**src/rtl/branch_predict_resolve.sv**
```systemverilog
// ---------------------------------------------------------------------------
// branch_predict_resolve
//
// Branch history table (BHT) of saturating counters shared by fetch-stage
// prediction and execute-stage resolution, plus branch/mispredict counters.
//
// Ports:
//   clk, rst_n          core clock, synchronous active-low reset
//   fetch_pc            PC being fetched (table index pc[IDX_W+1:2])
//   fetch_pred_taken    MSB of the indexed counter, 0 until the table is ready
//   ready               high once the initialisation sweep has finished
//   res_*               resolving instruction in execute (valid, pc, kind,
//                       funct3, prediction carried down the pipe)
//   cmp_eq/lt/ltu       comparator flags for rs1 vs rs2
//   pc_source           0 next inst, 1 branch offset, 2 ALU result,
//                       3 fall-through (res_pc + 4)
//   flush               squash younger instructions
//   illegal_branch      bad funct3 or branch and jump both asserted
//   branch_count        resolved conditional branches (wraps)
//   mispredict_count    mispredicted conditional branches (wraps)
// ---------------------------------------------------------------------------
module branch_predict_resolve #(
   parameter int XLEN        = 32,
   parameter int BHT_ENTRIES = 64,
   parameter int CTR_BITS    = 2,
   parameter int PERF_W      = 32
) (
   input  logic              clk,
   input  logic              rst_n,
   input  logic [XLEN-1:0]   fetch_pc,
   output logic              fetch_pred_taken,
   output logic              ready,
   input  logic              res_valid,
   input  logic [XLEN-1:0]   res_pc,
   input  logic              res_branch,
   input  logic              res_jump,
   input  logic [2:0]        res_funct3,
   input  logic              res_pred_taken,
   input  logic              cmp_eq,
   input  logic              cmp_lt,
   input  logic              cmp_ltu,
   output logic [1:0]        pc_source,
   output logic              flush,
   output logic              illegal_branch,
   output logic [PERF_W-1:0] branch_count,
   output logic [PERF_W-1:0] mispredict_count
);

   localparam int IDX_W = $clog2(BHT_ENTRIES);

   localparam logic [CTR_BITS-1:0] CTR_WEAK_NT = CTR_BITS'((1 << (CTR_BITS - 1)) - 1);
   localparam logic [CTR_BITS-1:0] CTR_MAX     = '1;
   localparam logic [CTR_BITS-1:0] CTR_MIN     = '0;
   localparam logic [IDX_W-1:0]    IDX_LAST    = IDX_W'(BHT_ENTRIES - 1);

   typedef enum logic {
      ST_INIT,
      ST_RUN
   } state_e;

   typedef enum logic [1:0] {
      PC_NEXT_INST     = 2'd0,
      PC_BRANCH_OFFSET = 2'd1,
      PC_ALU_RESULT    = 2'd2,
      PC_FALLTHROUGH   = 2'd3
   } pc_src_e;

   state_e             state_q;
   state_e             state_d;
   logic [IDX_W-1:0]   sweep_idx;

   logic [CTR_BITS-1:0] bht [BHT_ENTRIES];

   logic [IDX_W-1:0]    fetch_idx;
   logic [IDX_W-1:0]    res_idx;
   logic                actual;
   logic                legal_funct3;
   logic                resolved;
   logic                mispredict;
   logic                upd_en;
   logic [CTR_BITS-1:0] upd_ctr;
   pc_src_e             pc_src;

   // Only the index bits of each PC matter; the rest are folded here so the
   // unused bits are visibly accounted for.
   logic unused_pc_bits;
   assign unused_pc_bits = ^{fetch_pc[XLEN-1:IDX_W+2], fetch_pc[1:0],
                             res_pc[XLEN-1:IDX_W+2], res_pc[1:0]};

   assign fetch_idx = fetch_pc[IDX_W+1:2];
   assign res_idx   = res_pc[IDX_W+1:2];

   // ------------------------------------------------------------------
   // FSM: INIT sweeps every entry once, then RUN forever until reset.
   // ------------------------------------------------------------------
   always_ff @(posedge clk) begin
      // NOTE: sequential state uses non-blocking assignments so every
      // register samples pre-edge values regardless of statement order.
      if (!rst_n) begin
         state_q   <= ST_INIT;
         sweep_idx <= '0;
      end else begin
         state_q <= state_d;
         if (state_q == ST_INIT) begin
            sweep_idx <= sweep_idx + IDX_W'(1);
         end
      end
   end

   always_comb begin
      // NOTE: every always_comb output gets a default first so no path can
      // leave it unassigned and infer a latch.
      state_d = state_q;
      case (state_q)
         ST_INIT: if (sweep_idx == IDX_LAST) state_d = ST_RUN;
         ST_RUN:  state_d = ST_RUN;
         default: state_d = ST_INIT;
      endcase
   end

   assign ready = (state_q == ST_RUN);

   // ------------------------------------------------------------------
   // Resolution: actual outcome, mispredict detection, redirect control.
   // ------------------------------------------------------------------
   always_comb begin
      actual       = 1'b0;
      legal_funct3 = 1'b1;
      case (res_funct3)
         3'b000:  actual = cmp_eq;
         3'b001:  actual = ~cmp_eq;
         3'b100:  actual = cmp_lt;
         3'b101:  actual = ~cmp_lt;
         3'b110:  actual = cmp_ltu;
         3'b111:  actual = ~cmp_ltu;
         default: legal_funct3 = 1'b0;
      endcase
   end

   // A conflicting branch+jump encoding is never treated as a branch.
   assign resolved   = res_valid & res_branch & ~res_jump & legal_funct3;
   assign mispredict = resolved & (actual != res_pred_taken);

   always_comb begin
      pc_src         = PC_NEXT_INST;
      flush          = 1'b0;
      illegal_branch = 1'b0;
      if (res_valid) begin
         if (res_branch && res_jump) begin
            illegal_branch = 1'b1;
         end else if (res_jump) begin
            pc_src = PC_ALU_RESULT;
            flush  = 1'b1;
         end else if (res_branch && !legal_funct3) begin
            illegal_branch = 1'b1;
         end else if (mispredict && actual) begin
            pc_src = PC_BRANCH_OFFSET;
            flush  = 1'b1;
         end else if (mispredict) begin
            pc_src = PC_FALLTHROUGH;
            flush  = 1'b1;
         end
      end
   end

   assign pc_source = pc_src;

   // ------------------------------------------------------------------
   // Table: sweep write in INIT, saturating update in RUN.
   // ------------------------------------------------------------------
   assign upd_en = (state_q == ST_RUN) & resolved;

   always_comb begin
      upd_ctr = bht[res_idx];
      if (actual) begin
         if (bht[res_idx] != CTR_MAX) upd_ctr = bht[res_idx] + CTR_BITS'(1);
      end else begin
         if (bht[res_idx] != CTR_MIN) upd_ctr = bht[res_idx] - CTR_BITS'(1);
      end
   end

   // NOTE: the table storage has no reset term; the INIT sweep is what gives
   // it defined contents, which keeps it mappable onto plain RAM.
   always_ff @(posedge clk) begin
      if (rst_n) begin
         if (state_q == ST_INIT) begin
            bht[sweep_idx] <= CTR_WEAK_NT;
         end else if (upd_en) begin
            bht[res_idx] <= upd_ctr;
         end
      end
   end

   // Reads the pre-edge contents, so a same-cycle update to the same index
   // is not bypassed to fetch.
   assign fetch_pred_taken = (state_q == ST_RUN) ? bht[fetch_idx][CTR_BITS-1] : 1'b0;

   // ------------------------------------------------------------------
   // Performance counters, wrapping naturally at 2^PERF_W.
   // ------------------------------------------------------------------
   always_ff @(posedge clk) begin
      if (!rst_n) begin
         branch_count     <= '0;
         mispredict_count <= '0;
      end else if (state_q == ST_RUN) begin
         if (resolved)   branch_count     <= branch_count + PERF_W'(1);
         if (mispredict) mispredict_count <= mispredict_count + PERF_W'(1);
      end
   end

endmodule

```
**config.mk**
```make
export PLATFORM = sky130hd
export DESIGN_NAME = branch_predict_resolve
export DESIGN_NICKNAME = d
export VERILOG_FILES = /design/src/rtl/branch_predict_resolve.sv
export SDC_FILE = /design/constraint.sdc
export NUM_CORES = 1
export LEC_CHECK = 0
export ABC_AREA = 1
export CAP_MARGIN = 0
export CELL_PAD_IN_SITES_DETAIL_PLACEMENT = 0
export CELL_PAD_IN_SITES_GLOBAL_PLACEMENT = 1
export CORE_UTILIZATION = 44
export CTS_CLUSTER_DIAMETER = 150
export CTS_CLUSTER_SIZE = 25
export DETAILED_ROUTE_END_ITERATION = 16
export GPL_ROUTABILITY_DRIVEN = 0
export PLACE_DENSITY_LB_ADDON = 0.2
export SKIP_LAST_GASP = 1
export SLEW_MARGIN = 10
export SYNTH_ARGS = -nofsm -noshare
export SYNTH_HDL_FRONTEND = slang
export SYNTH_SLANG_ARGS = --single-unit
export TNS_END_PERCENT = 30
```
**constraint.sdc**
```tcl
create_clock -name clk -period 8.52 [get_ports clk]
set_clock_uncertainty 0.15 [all_clocks]
set_input_delay 2.13 -clock clk [delete_from_list [all_inputs] [get_ports clk]]
set_output_delay 2.13 -clock clk [all_outputs]
set_load 0.05 [all_outputs]
```
; Word level (Yosys, flattened, before mapping)
; Memories as Yosys holds them, arrays and structs flattened.
; Index checks and enable logic that the tools add are counted.
[op_classes]
addsub = 5
eq_ne = 8
n_bitwise = 10
mux = 34
n_reduce_logical = 10
[ops]
columns = op, count
row1 = 32-bit by 1-bit adder with 32-bit output (second input constant), 2
row2 = 1-bit two-way mux, 21
row3 = 2-bit two-way mux, 10
row4 = 3-bit equality test (second input constant), 4
row5 = 6-bit by 1-bit adder with 6-bit output (second input constant), 1
row6 = 6-bit equality test (second input constant), 1
row7 = 6-bit two-way mux, 1
row8 = 1-bit case mux with 6 select lines, 1
row9 = 6-bit OR reduction, 1
row10 = 1-bit bitwise AND, 5
row11 = 1-bit NOT, 5
row12 = 2-bit AND reduction, 2
row13 = 3-bit by 1-bit equality test with 1-bit output (second input constant), 1
row14 = 1-bit logical AND, 3
row15 = 3-bit zero test, 1
row16 = 2-bit by 1-bit adder with 2-bit output (second input constant), 1
row17 = 2-bit inequality test (second input constant), 1
row18 = 1-bit case mux with 2 select lines, 1
row19 = 2-bit nonzero test, 1
row20 = 2-bit OR reduction, 1
row21 = 2-bit by 1-bit subtractor with 2-bit output (second input constant), 1
row22 = 1-bit zero test, 1
row23 = 1-bit inequality test, 1
[word_totals]
in_bits = 76
elab_cells = 72
ram_bits = 128
memories = 1
ff_bits = 71
out_inout_bits = 70
[memory_table]
columns = name, depth, width, rd, rd_ports_with_merged_regs, wr, line_no
row1 = bht, 64, 2, 2, 0, 1, 72  ; logic [CTR_BITS-1:0] bht [BHT_ENTRIES];

; Longest topological paths before layout
; Gate-level depths: netlist of run 1.
[logic_depth]
depth_word = 11
ltp_mapped = 12
ltp_nobuf = 11

; Worst setup path after synthesis of run 1
; No wires, ideal clock.
[synth_path]
path_kind = input to output
start = input port res_funct3[1]
end = output port flush
slack_ns = 2.075
t_required_ns = 6.240
path_buffers = 1
arrival_ns = 4.165
path_stages = 7
path_cell_list = o21ai_0 > o211ai_1 > nand2_1 > xor2_1 > buf_2 > nand2_1 > a211oi_1
[synth_via]
elab_chain_cells = 11
elab_cells_between_ends = 21
cone_classes = 6 x eq/ne / 8 x mux / 2 x bitwise / 5 x reduce/logical
[synth_rtl]
columns = item, line_no
row1 = "start, declared", 37  ; input logic [2:0] res_funct3,
row2 = "3-bit equality test, or another cell as far along", 129  ; case (res_funct3)
row3 = 6-bit OR reduction (no line), --
row4 = 1-bit two-way mux, 129
row5 = 1-bit bitwise AND, 141  ; assign resolved = res_valid & res_branch & ~res_jump & legal_funct3;
row6 = 1-bit bitwise AND, 142  ; assign mispredict = resolved & (actual != res_pred_taken);
row7 = 1-bit two-way mux or 1-bit logical AND (tied branches), "159, 156"
row8 = 1-bit two-way mux, 156  ; end else if (mispredict && actual) begin
row9 = 1-bit two-way mux (*), 154  ; end else if (res_branch && !legal_funct3) begin
row10 = 1-bit two-way mux (*), 151  ; end else if (res_jump) begin
row11 = 1-bit two-way mux (*), 149  ; if (res_branch && res_jump) begin
row12 = 1-bit two-way mux (*), 148  ; if (res_valid) begin
row13 = "end, declared", 43  ; output logic flush,
; Every way passes the cells marked *; elsewhere a longest branch is shown, timed or not.

; Final worst setup path of run 1
[layout_path]
start = input port fetch_pc[2]
end = output port fetch_pred_taken
[layout_via]
elab_chain_cells = 2
[layout_rtl]
columns = item, line_no
row1 = "start, declared", 30  ; input logic [XLEN-1:0] fetch_pc,
row2 = memory read 64 x 2 bit, --
row3 = 1-bit two-way mux, 196  ; assign fetch_pred_taken = (state_q == ST_RUN) ? bht[fetch_idx][CTR_BITS-1] : 1'b0;
row4 = "end, declared", 31  ; output logic fetch_pred_taken,
; Every way passes these cells.

==> results of run 1 <==
## power by group
group / internal (W) / switching (W)
clock: 0.000410 / 0.000382
sequential: 0.00102 / 0.00000155
combinational: 0.0000405 / 0.0000990
total: 0.00147 / 0.000482
## metal layers
layer  up-vias  GRT usage
li1       4506          -
met2       293      0.435
met5         -          0
met1      4201      0.316
met3        51     0.0387
met4         0     0.0886
## cells by family after synthesis
family / share of synthesized area
adder cells (fa/ha/maj): 0.00364
AO/OA/AOI/OAI: 0.0733
XOR/XNOR: 0.0391
flip-flops: 0.511
buffers and inverters: 0.0509
AND/OR/NAND/NOR: 0.322
## placed cells by master (no fill, tap or decap), types with 2 or more instances in the layout
| cell | Yosys | routed |
|---|---|---|
| o21a_1 | 2 | 2 |
| edfxtp_1 | 128 | 128 |
| nor3b_1 | 4 | 4 |
| dfxtp_1 | 71 | 71 |
| inv_2 | 6 | 6 |
| clkinv_1 | 2 | 3 |
| nand3_1 | 187 | 187 |
| nand2_1 | 358 | 358 |
| nor2_4 | 1 | 2 |
| nor3_1 | 37 | 37 |
| xor2_1 | 33 | 32 |
| nand2_2 | 2 | 2 |
| a211oi_1 | 2 | 2 |
| nor4_1 | 10 | 10 |
| clkbuf_16 | 0 | 17 |
| nand4_1 | 16 | 16 |
| ha_1 | 3 | 3 |
| buf_4 | 1 | 14 |
| xnor2_1 | 13 | 13 |
| nor2_1 | 152 | 151 |
| nand4_2 | 4 | 4 |
| clkinvlp_4 | 0 | 4 |
| o211ai_1 | 4 | 4 |
| o221ai_1 | 5 | 5 |
| o21ai_2 | 2 | 2 |
| a21oi_1 | 70 | 70 |
| clkdlybuf4s50_1 | 0 | 92 |
| inv_1 | 71 | 71 |
| o31ai_1 | 4 | 4 |
| o21ai_0 | 40 | 40 |
| inv_8 | 0 | 2 |
| inv_6 | 0 | 2 |
| clkinv_4 | 0 | 5 |
| o21ai_4 | 2 | 2 |
## flip-flops by register name, indices dropped and copies added (netlist names)
signal and cells:
mispredict_count 32, branch_count 32, ready 1, sweep_idx 6, bht 128
## through the flow
stage | instance area (um^2) | hold WS [ns]
floorplan | 10300 | 0.307
global placement | 11500 | 0.318
detailed placement | 11500 | 0.321
CTS | 12100 | 0.335
global route | 12100 | 0.356
finish | 12100 | 0.334
## worst max-delay path by stage
stage                        to  slack (ns)  cells past startpoint
5_1_grt                   flush        0.97                     12
3_5_place_dp              flush        1.14                     12
3_3_place_gp              flush        1.10                     12
6_report       fetch_pred_taken        1.20                     12
4_1_cts                   flush        1.12                     12
2_1_floorplan             flush        2.07                      7
## worst min-delay path: cells and delay by family (launching register included)
family	cells	cell delay, ns
compound gates	1	0.06
simple gates	1	0.07
flops	1	0.31
## final cells by class
| class | instances | area [um^2] | area share |
|---|---|---|---|
| Antenna cell | 1 | 2.50 | 0.000207 |
| Clock buffer | 17 | 425 | 0.0351 |
| Clock inverter | 15 | 148 | 0.0122 |
| Inverter | 79 | 297 | 0.0245 |
| Multi-Input combinational cell | 957 | 4530 | 0.374 |
| Sequential cell | 199 | 5270 | 0.435 |
| Tap cell | 313 | 392 | 0.0323 |
| Timing Repair Buffer | 108 | 1050 | 0.0868 |
==> flow_summary.toml, run 1 <==
[run_status]
status = "completed"

[clocking]
insertion_delay_ns = 0.43
postCtsSetupBuffers = 0
cts.path.max_buffers = 2
cts_tree = "done"
hold_buffers = 0
cts_buffers = 17
cts_num_sinks = 199
cts_resized = 0
root_buffer = "clkbuf_16"
clkTransAtPathRegs_ns = 0.07
h-tree-depth = 4

[drt]
vias = 9051
routed.top_layer = "met4"
ant_nets = 0
vias_per_cell = 5.36
drc = 0
wl_met1_um = 12500
totalWireLength_um = 29200
wl_met2_um = 14300
first_pass_iters = 7
wire_per_inst_um = 17.3
met3_length_um = 1740
first_iter_violations = 613

[yosys]
synth_most_common_cell = "nand2_1"
ys_warn_count = 0
synthTopCellsByCount = "nand2_1 (358), nand3_1 (187), nor2_1 (152)"
synth.distinct_cells = 38
synth_top_area_frac = 0.373
synth_nets = 1368
netlist_instances = 1289
ys_ff_latch = 199
synth_edf_count = 128
synth_ff_type = "edfxtp_1"
syn_area_um2 = 10300
yosysSeqAreaShare = 0.511
async_reset_ff_frac = 0
ys_top_cells_by_area = "edfxtp_1 (37%), dfxtp_1 (14%), nand2_1 (13%)"
avgSynthCellArea_um2 = 8.00
yosysTopAreaCell = "edfxtp_1"

[timing]
worst_pin_slew_ns = 1.21
relSlewSlack = 0.194
setup_viol = 0
fin_ws_ns = 1.20
fin_crit_sh = 0.859
finalCriticalPeriod_ns = 7.32
rsz0062_at_grt = "no"
fmax_mhz = 137
maxSlewViolCount = 0
finalHoldViolCount = 0
tns_ns = 0

[worst_setup_path]
crit_family = "buffers and inverters"
required_ns = 6.24
crit_path_end_kind = "output port"
reg2reg_depth = 9
start_kind = "input pin"
cp_num_buf_inv = 4
crit_type = "input pin to output port"
cpMostUsedCell = "nand3_1"
cp_slowest_cell = "clkdlybuf4s50_1"
cpPeakStageDelay_ns = 0.83
r2r-end = "bht[39][1]"
r2r_slack_ns = 4.99
arrival_ns = 5.04
cp_max_fo = 17
rr_startpoint = "ready"
crit_chain = "clkdlybuf4s50_1, inv_1, buf_4, nand2_1, nand3_1, nand2_1, a21oi_1, o31ai_1, nand3_1, nand3_1, a21oi_1, clkdlybuf4s50_1"
crit_path_start = "fetch_pc[2]"

[flow_run]
drv_cap = 0

[placement]
dp_slack_ns = 1.14
dp.cells = 1656
hpwl_um = 19100
portBuffers = 93

[global_routing]
grt_overflow = 0
antenna_found_initial = 0
grt_pass1_wl_um = 46400
grt_usage = 0.251
first_global_vias = 8783
grt_max_degree = 66

[floorplan]
core-area_um2 = 22800
fp.dieH_um = 155
die_w_um = 155
rows = 55
pin_count = 146
fp.dieArea_um2 = 24000
initial_core_util = 0.453

[layout]
stdcell_count = 1689
final_core_utilization = 0.532
fillers = 2202
synthToLayoutAreaGrowth_pct = 17.5
final_layout_size_suffix_gt1_frac = 0.0495
nets = 1441

[power_and_ir_drop]
max-vdd-ir-drop_v = 0.000138
power_density_nw_per_um2 = 161
p_leak_nw = 4.40
total_power_w = 0.00195

[worst_hold_path]
whs_path_depth = 2
min_path_type = "flip-flop to flip-flop"
min_to = "sweep_idx[4]"
min-delay-start = "sweep_idx[3]"
Power figures use the tool's default switching activity.
==> inputs of run 2 (changes only) <==
--- a/config.mk
+++ b/config.mk
@@ -6,9 +6,9 @@
 export NUM_CORES = 1
 export LEC_CHECK = 0
 export ABC_AREA = 1
-export CAP_MARGIN = 0
 export CELL_PAD_IN_SITES_DETAIL_PLACEMENT = 0
 export CELL_PAD_IN_SITES_GLOBAL_PLACEMENT = 1
+export CORE_MARGIN = 2
 export CORE_UTILIZATION = 44
 export CTS_CLUSTER_DIAMETER = 150
 export CTS_CLUSTER_SIZE = 25
==> run 2 against run 1 <==
Clock-buffer cell count grew 1. First-iteration DRC count increased by 38%. Cell area shrank 0.39%. Critical endpoint unchanged. Utilization decreased by 1.3 points. Critical path depth unchanged. Sequential share of layout area rose by 0.17 points. Wire length is 2.7% higher. Sequential power about the same. Die area grew 2.6%. Final cell count grew 0.12%. Non-clock buffer count down 3. Power shrank 0.60%.
==> flow_summary.toml, run 2 (synthesis gave the netlist of run 1 again) <==
[layout]
regArea_um2 = 5270
multi_input_area_um2 = 4530
reg_top3 = "bht x128, branch_count x32, mispredict_count x32"
final_layout_size_suffix_gt1_frac = 0.0474
antenna_cells = 0
top_register = "bht"
final_cell_mix = "nand2_1 (358), nand3_1 (187), nor2_1 (151)"
fillers = 2293
final_core_utilization = 0.519
synthToLayoutAreaGrowth_pct = 17.1
final_common_cell = "nand2_1"
nets = 1438
largest_reg_flops = 128

[run_status]
status = "completed"

[worst_setup_path]
crit_family = "buffers and inverters"
required_ns = 6.24
cpPeakStageDelay_ns = 0.84
crit_type = "input pin to output port"
crit_path_end_kind = "output port"
start_kind = "input pin"
rr_startpoint = "ready"
reg2reg_depth = 8
cp_slowest_cell = "clkdlybuf4s50_1"
arrival_ns = 5.21
r2r-end = "bht[31][0]"
cp_max_fo = 32
crit_chain = "clkdlybuf4s50_1, inv_1, buf_4, nand2_1, nand3_1, nand2_1, a21oi_1, o31ai_1, nand3_1, nand3_1, a21oi_1, clkdlybuf4s50_1"
r2r_slack_ns = 5.56
cp_num_buf_inv = 4
cpMostUsedCell = "nand3_1"

[timing]
maxSlewViolCount = 0
rsz0062_at_grt = "no"
fin_ws_ns = 1.03
fmax_mhz = 133
finalHoldViolCount = 0
relSlewSlack = 0.192
whs_ns = 0.331
worst_pin_slew_ns = 1.21
fin_crit_sh = 0.880
setup_viol = 0
tns_ns = 0
finalCriticalPeriod_ns = 7.49

[placement]
portBuffers = 93
hpwl_um = 19500
dp_slack_ns = 1.11

[clocking]
insertion_delay_ns = 0.44
cts.path.max_buffers = 2
cts_resized = 0
cts_num_sinks = 199
postCtsSetupBuffers = 0
cts_buffers = 17
hold_buffers = 0
root_buffer = "clkbuf_16"
h-tree-depth = 4
cts_tree = "done"
clkTransAtPathRegs_ns = 0.07

[power_and_ir_drop]
switchingPower_w = 0.000475
power_density_nw_per_um2 = 161
p_leak_nw = 4.38
max-vdd-ir-drop_v = 0.000122
p_comb_frac = 0.073
p_clk_frac = 0.402
power.share.switching = 0.245
intPower_w = 0.00146
seqPwrFrac = 0.525

[drt]
ant_nets = 0
first_iter_violations = 848
drc = 0
vias_per_cell = 5.41
wire_per_inst_um = 17.7
first_pass_iters = 5
totalWireLength_um = 30000
vias = 9152

[global_routing]
grt_overflow = 0
grt_max_degree = 66
first_global_vias = 8619
antenna_found_initial = 0
grt_usage = 0.248
grt_pass1_wl_um = 46600

[floorplan]
fp.dieH_um = 157
rows = 56
die_w_um = 157
core-area_um2 = 23300
pin_count = 146
fp.dieArea_um2 = 24700
initial_core_util = 0.443

[worst_hold_path]
min-delay-start = "sweep_idx[3]"
whs_path_depth = 2
min_path_type = "flip-flop to flip-flop"
min_to = "sweep_idx[4]"

[flow_run]
drv_cap = 0
==> run 2: cell count changes in the layout (fill, tap and decap cells not counted) <==
cell / delta
buf_4: -2
clkbuf_1: +1
inv_6: +2
inv_8: -2
buf_12: -1
clkinvlp_4: -2
diode_2: -1
clkinv_4: -2
clkinv_2: +4
clkinv_1: -1
==> run 2: worst min-delay path, cell delays in order (launching register included) <==
cell and delay (ns):
dfxtp_1 0.31, nand2_1 0.07, a21oi_1 0.06
==> run 2: worst max path at each step <==
stage | slack (ns) | endpoint | cells after the start | start
finish | 1.03 | fetch_pred_taken | 12 | fetch_pc[2]
global route | 0.83 | flush | 12 | res_funct3[1]
CTS | 1.09 | flush | 12 | res_funct3[1]
detailed placement | 1.11 | fetch_pred_taken | 10 | fetch_pc[2]
global placement | 1.13 | fetch_pred_taken | 10 | fetch_pc[2]
floorplan | 2.07 | flush | 7 | res_funct3[1]
==> run 2: layout make-up <==
type | count | area share
Inverter | 79 | 0.0246
Clock buffer | 18 | 0.0356
Sequential cell | 199 | 0.436
Clock inverter | 14 | 0.0105
Tap cell | 319 | 0.0331
Timing Repair Buffer | 105 | 0.0842
Multi-Input combinational cell | 957 | 0.376
==> run 2: power by group through the flow <==
stage	Sequential (W)	Combinational (W)	Clock (W)
after detailed placement	0.00104	0.000140	0
after global routing	0.00102	0.000153	0.000832
after CTS	0.00102	0.000140	0.000786
after global placement	0.00104	0.000139	0
after floorplan	0.00104	0.0000869	0
final	0.00102	0.000141	0.000778
==> run 2: per-stage QoR <==
step	area [um^2]	cells	total power [W]
2_1_floorplan	10300	1289	0.00113
3_3_place_gp	11500	1659	0.00118
6_report	12100	1691	0.00194
5_1_grt	12100	1691	0.00200
3_5_place_dp	11500	1659	0.00118
4_1_cts	12100	1691	0.00194
==> run 2: per-layer routing <==
layer	up-vias	part of all wire	track usage
met3	49	0.060	0.0427
met5	-	0	0
met2	321	0.47	0.409
li1	4506	-	-
met1	4276	0.45	0.330
met4	0	0.025	0.0874
==> inputs of run 3 (changes only) <==
--- a/config.mk
+++ b/config.mk
@@ -9,7 +9,7 @@
 export CELL_PAD_IN_SITES_DETAIL_PLACEMENT = 0
 export CELL_PAD_IN_SITES_GLOBAL_PLACEMENT = 1
 export CORE_MARGIN = 2
-export CORE_UTILIZATION = 44
+export CORE_UTILIZATION = 37
 export CTS_CLUSTER_DIAMETER = 150
 export CTS_CLUSTER_SIZE = 25
 export DETAILED_ROUTE_END_ITERATION = 16
==> constraint.sdc (replaced) <==
create_clock -name clk -period 6.2 [get_ports clk]
set_clock_uncertainty 0.15 [all_clocks]
set_input_delay 1.55 -clock clk [delete_from_list [all_inputs] [get_ports clk]]
set_output_delay 1.55 -clock clk [all_outputs]
set_load 0.05 [all_outputs]
==> run 3 against run 2 <==
Cell area up 1.4%. Clock-buffer cell count shrank 1. Register-to-register slack worse by 2.4 ns. Via count decreased by 1.6%. Clock power is 35% higher. Non-clock buffer count grew 9. First-iteration DRC count is 3.5% lower. Sequential power rose by 37%. Worst hold slack improved by 0.0054 ns. Die area grew 18%. Critical path type unchanged. Largest power group unchanged. Highest routed layer is now met5.
==> flow_summary.toml, run 3 (synthesis gave the netlist of run 1 again) <==
[run_status]
status = "completed"

[placement]
hpwl_um = 20100
postPlaceCellArea_um2 = 11700
dp_slack_ns = 0.656
portBuffers = 93

[worst_setup_path]
cp_max_fo = 5
start_kind = "input pin"
crit_path_end_kind = "output port"
required_ns = 4.50
reg2reg_depth = 6
crit_type = "input pin to output port"
arrival_ns = 3.84

[timing]
fin_crit_sh = 0.894
relSlewSlack = 0.200
finalCriticalPeriod_ns = 5.54
worst_pin_slew_ns = 1.20
rsz0062_at_grt = "no"
finalHoldViolCount = 0
setup_viol = 0
fin_ws_ns = 0.655
fmax_mhz = 180
tns_ns = 0
maxSlewViolCount = 0

[clocking]
clkTransAtPathRegs_ns = 0.07
cts_resized = 0
insertion_delay_ns = 0.43
cts_tree = "done"
cts.path.max_buffers = 2
hold_buffers = 0
root_buffer = "clkbuf_16"
cts_buffers = 17
h-tree-depth = 4
cts_num_sinks = 199
postCtsSetupBuffers = 0

[drt]
first_pass_iters = 5
vias_per_cell = 5.12
totalWireLength_um = 30800
wire_per_inst_um = 17.5
ant_nets = 0
vias = 9007
drc = 0
first_iter_violations = 818

[layout]
reg_top3 = "bht x128, branch_count x32, mispredict_count x32"
largest_reg_flops = 128
final_cell_mix = "nand2_1 (358), nand3_1 (187), nor2_1 (151)"
antenna_cells = 0
synthToLayoutAreaGrowth_pct = 18.6
final_area_um2 = 12200
top_register = "bht"
final_layout_size_suffix_gt1_frac = 0.0558
multi_input_area_um2 = 4530
fillers = 2860
nets = 1447
regArea_um2 = 5270
final_common_cell = "nand2_1"

[floorplan]
fp.dieArea_um2 = 29200
core-area_um2 = 27600
rows = 61
die_w_um = 171
pin_count = 146
initial_core_util = 0.373
fp.dieH_um = 171

[power_and_ir_drop]
p_clk_frac = 0.398
p_leak_nw = 4.43
seqPwrFrac = 0.527
power_density_nw_per_um2 = 217
intPower_w = 0.00198
power.share.switching = 0.254
p_comb_frac = 0.075
max-vdd-ir-drop_v = 0.000144
switchingPower_w = 0.000673

[worst_hold_path]
whs_path_depth = 2
min_path_type = "flip-flop to flip-flop"

[global_routing]
grt_usage = 0.217
grt_pass1_wl_um = 48500
antenna_found_initial = 1
first_global_vias = 8723
grt_overflow = 0
grt_max_degree = 66

[flow_run]
drv_cap = 0
## run 3: cell types whose count changed in the layout (fill, tap and decap cells not counted), moves of 2 or more
cell and delta:
buf_4 +9, clkdlybuf4s50_1 -3, inv_8 +3, clkinv_2 -3, inv_6 -2, buf_12 +3
## run 3: power groups by stage
| stage | sequential [W] | clock, W | combinational [W] |
|---|---|---|---|
| 6_report | 0.00140 | 0.00105 | 0.000198 |
| 4_1_cts | 0.00140 | 0.00108 | 0.000199 |
| 2_1_floorplan | 0.00143 | 0 | 0.000119 |
| 3_5_place_dp | 0.00143 | 0 | 0.000198 |
| 3_3_place_gp | 0.00143 | 0 | 0.000199 |
| 5_1_grt | 0.00140 | 0.00112 | 0.000218 |
## run 3: metal layers
| layer | vias to the layer above | share of wire | wire (um) | track usage |
|---|---|---|---|---|
| met5 | - | 0.00052 | 16 | 0 |
| met4 | 2 | 0.011 | 324 | 0.0468 |
| met3 | 24 | 0.064 | 1960 | 0.0389 |
| met2 | 264 | 0.47 | 14600 | 0.363 |
| met1 | 4193 | 0.45 | 13900 | 0.294 |
| li1 | 4524 | - | - | - |
## run 3: cell type report
cell class / instances / share of cell area
sequential: 199 / 0.431
clock buffer: 17 / 0.0348
clock inverter: 15 / 0.0100
tap: 378 / 0.0387
timing repair buffer: 114 / 0.0911
inverter: 79 / 0.0242
multi-input combinational: 957 / 0.371
## run 3: through the flow
step / hold WS (ns) / std cells / util / power, W
finish: 0.336 / 1759 / 0.443 / 0.00265
global route: 0.381 / 1759 / 0.443 / 0.00274
CTS: 0.344 / 1759 / 0.443 / 0.00268
detailed placement: 0.330 / 1727 / 0.423 / 0.00163
global placement: 0.325 / 1727 / 0.423 / 0.00163
floorplan: 0.307 / 1289 / - / 0.00155
## run 3: path summary, 6_finish.rpt
kind	to	slack, ns	from
max	pc_source[1]	0.66	res_funct3[1]
min	sweep_idx[4]	0.34	sweep_idx[3]
max reg2reg	bht[2][0]	3.16	ready
min reg2reg	sweep_idx[4]	0.34	sweep_idx[3]
## run 3: worst max-delay path, cell delays in order
cell             delay, ns
clkdlybuf4s50_1       0.59
inv_1                 0.06
nand2_1               0.07
nand3_1               0.06
nand3_1               0.08
nand2_1               0.13
inv_1                 0.11
nand3_1               0.12
a211oi_1              0.23
clkdlybuf4s50_1       0.84
